### src/rtl/axis_coeff_framer.sv
// axis_coeff_framer: FIFO-buffered re-framer of a coefficient stream into N-beat frames, with frame-length error flag and frame counter; ports clk, s_rst_n, s_axis (tdata/tvalid/tready/tlast), m_axis (tdata/tvalid/tready/tlast), frame_cnt, err_len, fifo_level; define FRAMER_CHECKSUM_EN to append an XOR checksum beat to each frame
module axis_coeff_framer #(
  parameter int N = 16,
  parameter int QW = 64,
  parameter int DEPTH = 16
) (
  input  logic                    clk,
  input  logic                    s_rst_n,
  input  logic [QW-1:0]           s_tdata,
  input  logic                    s_tvalid,
  output logic                    s_tready,
  input  logic                    s_tlast,
  output logic [QW-1:0]           m_tdata,
  output logic                    m_tvalid,
  input  logic                    m_tready,
  output logic                    m_tlast,
  output logic [15:0]             frame_cnt,
  output logic                    err_len,
  output logic [$clog2(DEPTH):0]  fifo_level
);
  localparam int AW = $clog2(DEPTH);
  localparam int IW = $clog2(N);
  logic [QW:0] mem [DEPTH];
  logic [AW-1:0] wr_ptr, rd_ptr;
  logic [IW-1:0] in_idx;
  logic [QW-1:0] hold_data;
  logic [QW:0] head;
  logic run, wr, rd, eof, empty, fdone;
  assign head = mem[rd_ptr];
  assign empty = fifo_level == '0;
  assign s_tready = run && fifo_level < (AW+1)'(DEPTH);
  assign wr = s_tvalid && s_tready;
  assign eof = (in_idx == IW'(N-1)) || s_tlast;
`ifdef FRAMER_CHECKSUM_EN
  typedef enum logic {DATA, CSUM} state_t;
  state_t state;
  logic [QW-1:0] acc;
  assign rd = !empty && m_tready && state == DATA;
  assign fdone = state == CSUM && m_tready;
  assign m_tvalid = state == CSUM || !empty;
  assign m_tdata = state == CSUM ? acc : empty ? hold_data : head[QW-1:0];
  assign m_tlast = state == CSUM;
  always_ff @(posedge clk) begin
    if (!s_rst_n) begin
      state <= DATA;
      acc <= '0;
    end else if (state == DATA) begin
      if (rd) begin
        acc <= acc ^ head[QW-1:0];
        if (head[QW]) state <= CSUM;
      end
    end else if (m_tready) begin
      acc <= '0;
      state <= DATA;
    end
  end
`else
  logic hold_last;
  assign rd = !empty && m_tready;
  assign fdone = rd && head[QW];
  assign m_tvalid = !empty;
  assign m_tdata = empty ? hold_data : head[QW-1:0];
  assign m_tlast = empty ? hold_last : head[QW];
  always_ff @(posedge clk) begin
    if (!s_rst_n) hold_last <= 1'b0;
    else if (rd) hold_last <= head[QW];
  end
`endif
  always_ff @(posedge clk) begin
    if (wr) mem[wr_ptr] <= {eof, s_tdata};
  end
  always_ff @(posedge clk) begin
    if (!s_rst_n) begin
      run <= 1'b0;
      wr_ptr <= '0;
      rd_ptr <= '0;
      fifo_level <= '0;
      in_idx <= '0;
      err_len <= 1'b0;
      frame_cnt <= '0;
      hold_data <= '0;
    end else begin
      run <= 1'b1;
      if (wr) begin
        wr_ptr <= wr_ptr + 1'b1;
        in_idx <= eof ? '0 : in_idx + 1'b1;
        if (s_tlast != (in_idx == IW'(N-1))) err_len <= 1'b1;
      end
      if (rd) begin
        rd_ptr <= rd_ptr + 1'b1;
        hold_data <= head[QW-1:0];
      end
      fifo_level <= fifo_level + (AW+1)'(wr) - (AW+1)'(rd);
      if (fdone) frame_cnt <= frame_cnt + 1'b1;
    end
  end
endmodule
### config.mk
export PLATFORM = sky130hd
export DESIGN_NAME = axis_coeff_framer
export DESIGN_NICKNAME = d
export VERILOG_FILES = /design/src/rtl/axis_coeff_framer.sv
export SDC_FILE = /design/constraint.sdc
export NUM_CORES = 1
export LEC_CHECK = 0
export BUFFER_PORTS_ARGS = -buffer_cell sky130_fd_sc_hd__buf_2
export CAP_MARGIN = 25
export CORE_MARGIN = 4
export CORE_UTILIZATION = 50
export CTS_BUF_LIST = sky130_fd_sc_hd__clkbuf_16
export DETAILED_ROUTE_END_ITERATION = 8
export GPL_ROUTABILITY_DRIVEN = 0
export PLACE_DENSITY = 0.65
export SLEW_MARGIN = 20
export SYNTH_ARGS = -nofsm -noshare
export SYNTH_HDL_FRONTEND = slang
export SYNTH_SLANG_ARGS = --single-unit
### constraint.sdc
create_clock -name clk -period 8.6 [get_ports clk]
set_input_delay 1.72 -clock clk [delete_from_list [all_inputs] [get_ports clk]]
set_output_delay 1.72 -clock clk [all_outputs]
set_load 0.01 [all_outputs]
* Yosys cells after proc, flatten, opt, wreduce, memory -nomap -nowiden
Memory sizes are Yosys's and may differ from the RTL's. A register that Yosys moved wholly into a read port is not among the register bits.
Cells that the tools add are included.
** Word-level totals
- Register bits :: 100
- Bits in writable memories :: 1040
- Bits of input ports :: 69
- Output and inout port bits :: 89
- Word-level logic and storage cells :: 35
- Memories kept :: 1
** Operators by class
- Add/sub/neg operators :: 6
- Order comparisons :: 1
- Eq/ne operators :: 2
- Mux-type cells :: 8
- Reduce and logical (&&, ||, !) cells :: 8
** Memories
- mem :: depth 16, width 65, read ports 1, clocked after memory_dff 1, write ports 1, line 23 : logic [QW:0] mem [DEPTH];
** Operators with widths (number)
- $mux W64 :: 1
- $add A16 B1 Y16 const B :: 1
- $add A4 B1 Y4 const B :: 3
- $mux W4 :: 3
- $add A5 B1 Y5 :: 1
- $logic_not A5 Y1 :: 1
- $lt A5 B5 Y1 const B :: 1
- $sub A5 B1 Y5 :: 1
- $eq A4 B4 Y1 const B :: 1
- $logic_and A1 B1 Y1 :: 4
- $mux W1 :: 4
- $reduce_and A2 Y1 :: 1
- $logic_not A1 Y1 :: 1
- $logic_or A1 B1 Y1 :: 1
- $ne A1 B1 Y1 :: 1

* Longest topological paths before layout
- Word-level depth :: 5
- Mapped depth :: 18

* Worst setup path after synthesis
No wires, ideal clock.
- Path kind :: input -> register
- Start point :: input port s_tvalid
- End point :: memory mem[0][0] (netlist bit) (enable)
- Setup time :: 568 ps
- Arrival :: 6809 ps
- Data required time :: 8032 ps
- Setup slack :: 1223 ps
- Stages on the path :: 4
- Buffers on the path :: 1
- Cells stage by stage :: and3b_1 > buf_1 > nand2_1 > nor3_1
** Between the ends
- Word-level cells in the longest chain between the ends :: 3
** RTL lines
- start, declared :: line 10 : input logic s_tvalid,
- $logic_and A1 B1 Y1 :: line 32 : assign wr = s_tvalid && s_tready;
- $mux W1 :: line 70 : if (wr) mem[wr_ptr] <= {eof, s_tdata};
- $mux W1 (not written as such) :: line 70
- end, declared :: line 23
Every way passes these cells.

==> results.ini <==
[status]
status=complete, no violations

[critical_path]
critPathLaunchType=flop
cp_data_required_time_ns=6.88
worstPathCellList=buf_4 > mux4_2 > a22o_1 > a211oi_4 > o21ai_1 > buf_2
endpoint_kind=output port
arrival_ns=4.19
reg2reg_depth=17
slowest_delay_ns=0.97
critPathKind=reg2out
crit_fanout=44
cpMaxStageDelayCell=dfxtp_4

[synthesis]
yosysMostFrequentCell=edfxtp_1
synth.avg_cell_area_um2=20.2
yosysWarnings=0
postSynthCellCount=2177
synth-main-ff-cell=edfxtp_1
ys_top_cells_by_area=edfxtp_1 (71%), mux4_2 (17%), dfxtp_1 (4.7%), nand2_1 (3.0%), a21oi_1 (0.99%)
ys_top_cells_by_count=edfxtp_1 (1040), nand2_1 (349), mux4_2 (323), dfxtp_1 (104), a21oi_1 (87)
syn-cell-area_um2=43900
synth_cell_types=44
synth_edf_count=1040
synth_top_cell_by_area=edfxtp_1
yosysTopAreaCellShare=0.712
synth.yosys.seq_area_share=0.759
synthArstFlopShare=0
ys_seq_elements=1144
syn-num-nets=2260

[hold_path]
whs_path_depth=2
hold_class=reg2reg

[floorplanning]
fp.dieW_um=304
die_h_um=304
rows=108
start_util=0.505
core_um2=86900
fp.dieArea_um2=92600
num_io_pins=158

[sta]
fmax_mhz=169
setup_tns_ns=0
maxSlewHeadroom=0.292
setup_viol=0
setup_slack_ns=2.69
skew_ns=0.0241
hold_viol=0
grt_setup_unrepaired=false
finalCriticalPeriod_ns=5.91
period_share=0.688
tightestPinTransition_ns=1.06
slew_violations=0

[cts]
clk_path_buf_depth=3
cts_tree=yes
postCtsSetupRepairBufs=0
clock_latency_ns=0.68
root_buffer=clkbuf_16
cts_hold_buf=0
cts_sinks=1144
htree_levels=3
cts_buffers=113
clkSlewWorstSetupHoldPaths_ns=0.06
cts_resized=0

[pwr]
power_mw=14.1
p_leak_nw=16.0
peakVddDrop_v=0.000233
power.density_nw_per_um2=283

[cells_and_area]
areaGrowthSynthToFinish_pct=13.2
nFillCells=6350
multi_input_area_um2=10100
final_design_area_no_fill_um2=49700
ff_latch_area_um2=33300
fin_util=0.571
drive_above_1_share=0.286
nets=2455

[drt]
wl_mm=99.7
vias=21500
drc=0
viasPerCell=5.92
drtIter0Drc=2127
firstDrtPassIters=7
ant_nets=0
wl_per_cell_um=27.4

[grt]
antenna_found_initial=17
grtUsageTotal=0.216
grt_max_degree=77
grt_pass1_vias=22200
grt_overflow_total=0
grt_pass1_wl_mm=148

[placement]
dp_slack_ns=3.28
port_buffers=157
placed_area_um2=46100
post-dp-hpwl_mm=49.9

[run]
cap_violations=0

[registers in the layout (all words and copies together) (netlist names), named ones only]
signal      flops
run             1
hold_data      64
rd_ptr          4
mem          1040
wr_ptr          4
err_len         1
frame_cnt      16
fifo_level      5
hold_last       1
in_idx          4
[cells in the final DEF, fill, tap and decap left out, types with 4 or more instances in the layout]
cell type / count
buf_4: 40
buf_12: 4
clkinv_1: 23
dfxtp_4: 4
a21oi_1: 87
nand2_1: 348
ha_1: 13
mux2i_1: 6
mux4_2: 323
nor3_2: 4
bufinv_16: 5
edfxtp_1: 1040
inv_1: 46
clkinvlp_4: 4
o31ai_1: 9
nand2b_1: 7
dfxtp_1: 100
buf_2: 157
nor2_1: 21
nand3_1: 8
clkinv_2: 22
xor2_1: 6
diode_2: 10
nand4_1: 7
nor2_4: 12
or4_1: 9
and2_1: 5
clkbuf_16: 114
[final timing paths]
path | to | start | slack (ns)
setup / recovery | m_tlast | flop | 2.69
hold / removal | hold_data[37] | hold_data[37] | 0.45
setup reg to reg | fifo_level[4] | fifo_level[3] | 4.04
hold reg to reg | hold_data[37] | hold_data[37] | 0.45
[per-layer routing]
layer  GRT usage  vias to the layer above  wire length, um
met3      0.0311                      154             6190
met4      0.0618                        8             2450
met5           0                        -               59
met2       0.366                      753            50900
li1            -                     9188                -
met1       0.298                    11400            40100
[critical path, delay by kind of cell (launching register included)]
| family | cells | cell delay (ns) |
|---|---|---|
| DFF | 1 | 0.97 |
| AOI/OAI and AO/OA | 3 | 1.12 |
| buffers and inverters | 2 | 0.80 |
| muxes | 1 | 0.58 |
[cell type report]
type	count	share of cell area
flip-flops and latches	1144	0.671
multi-input cells	900	0.204
clock buffers	114	0.0575
well taps	1155	0.0291
repair buffers	201	0.0235
clock inverters	100	0.0135
inverters	12	0.000983
diodes	10	0.000504
[power by group]
part           switching [mW]  leakage (nW)  internal (mW)
combinational            1.69          3.89           1.38
sequential              0.162          10.2           6.22
clock                    2.04          1.86           2.56
total                    3.90          16.0           10.2
[stage by stage]
stage,hold WS [ns],cells
global placement,0.442,3412
finish,0.453,3636
global route,0.471,3632
detailed placement,0.447,3412
CTS,0.455,3626
floorplan,0.437,2177
[cells by family (layout without fill, tap and decap cells)]
group	count (synthesis)	count (layout)	share of synthesized area
and+or+nand+nor	440	440	0.0410
muxes	329	329	0.167
AOI/OAI and AO/OA	108	108	0.0136
xor gates and xnor gates	9	9	0.00180
buffers and inverters	133	427	0.0130
adders and majority gates	14	14	0.00416
other	0	10	0
DFF	1144	1144	0.759
(Power assumes the default switching activity.)
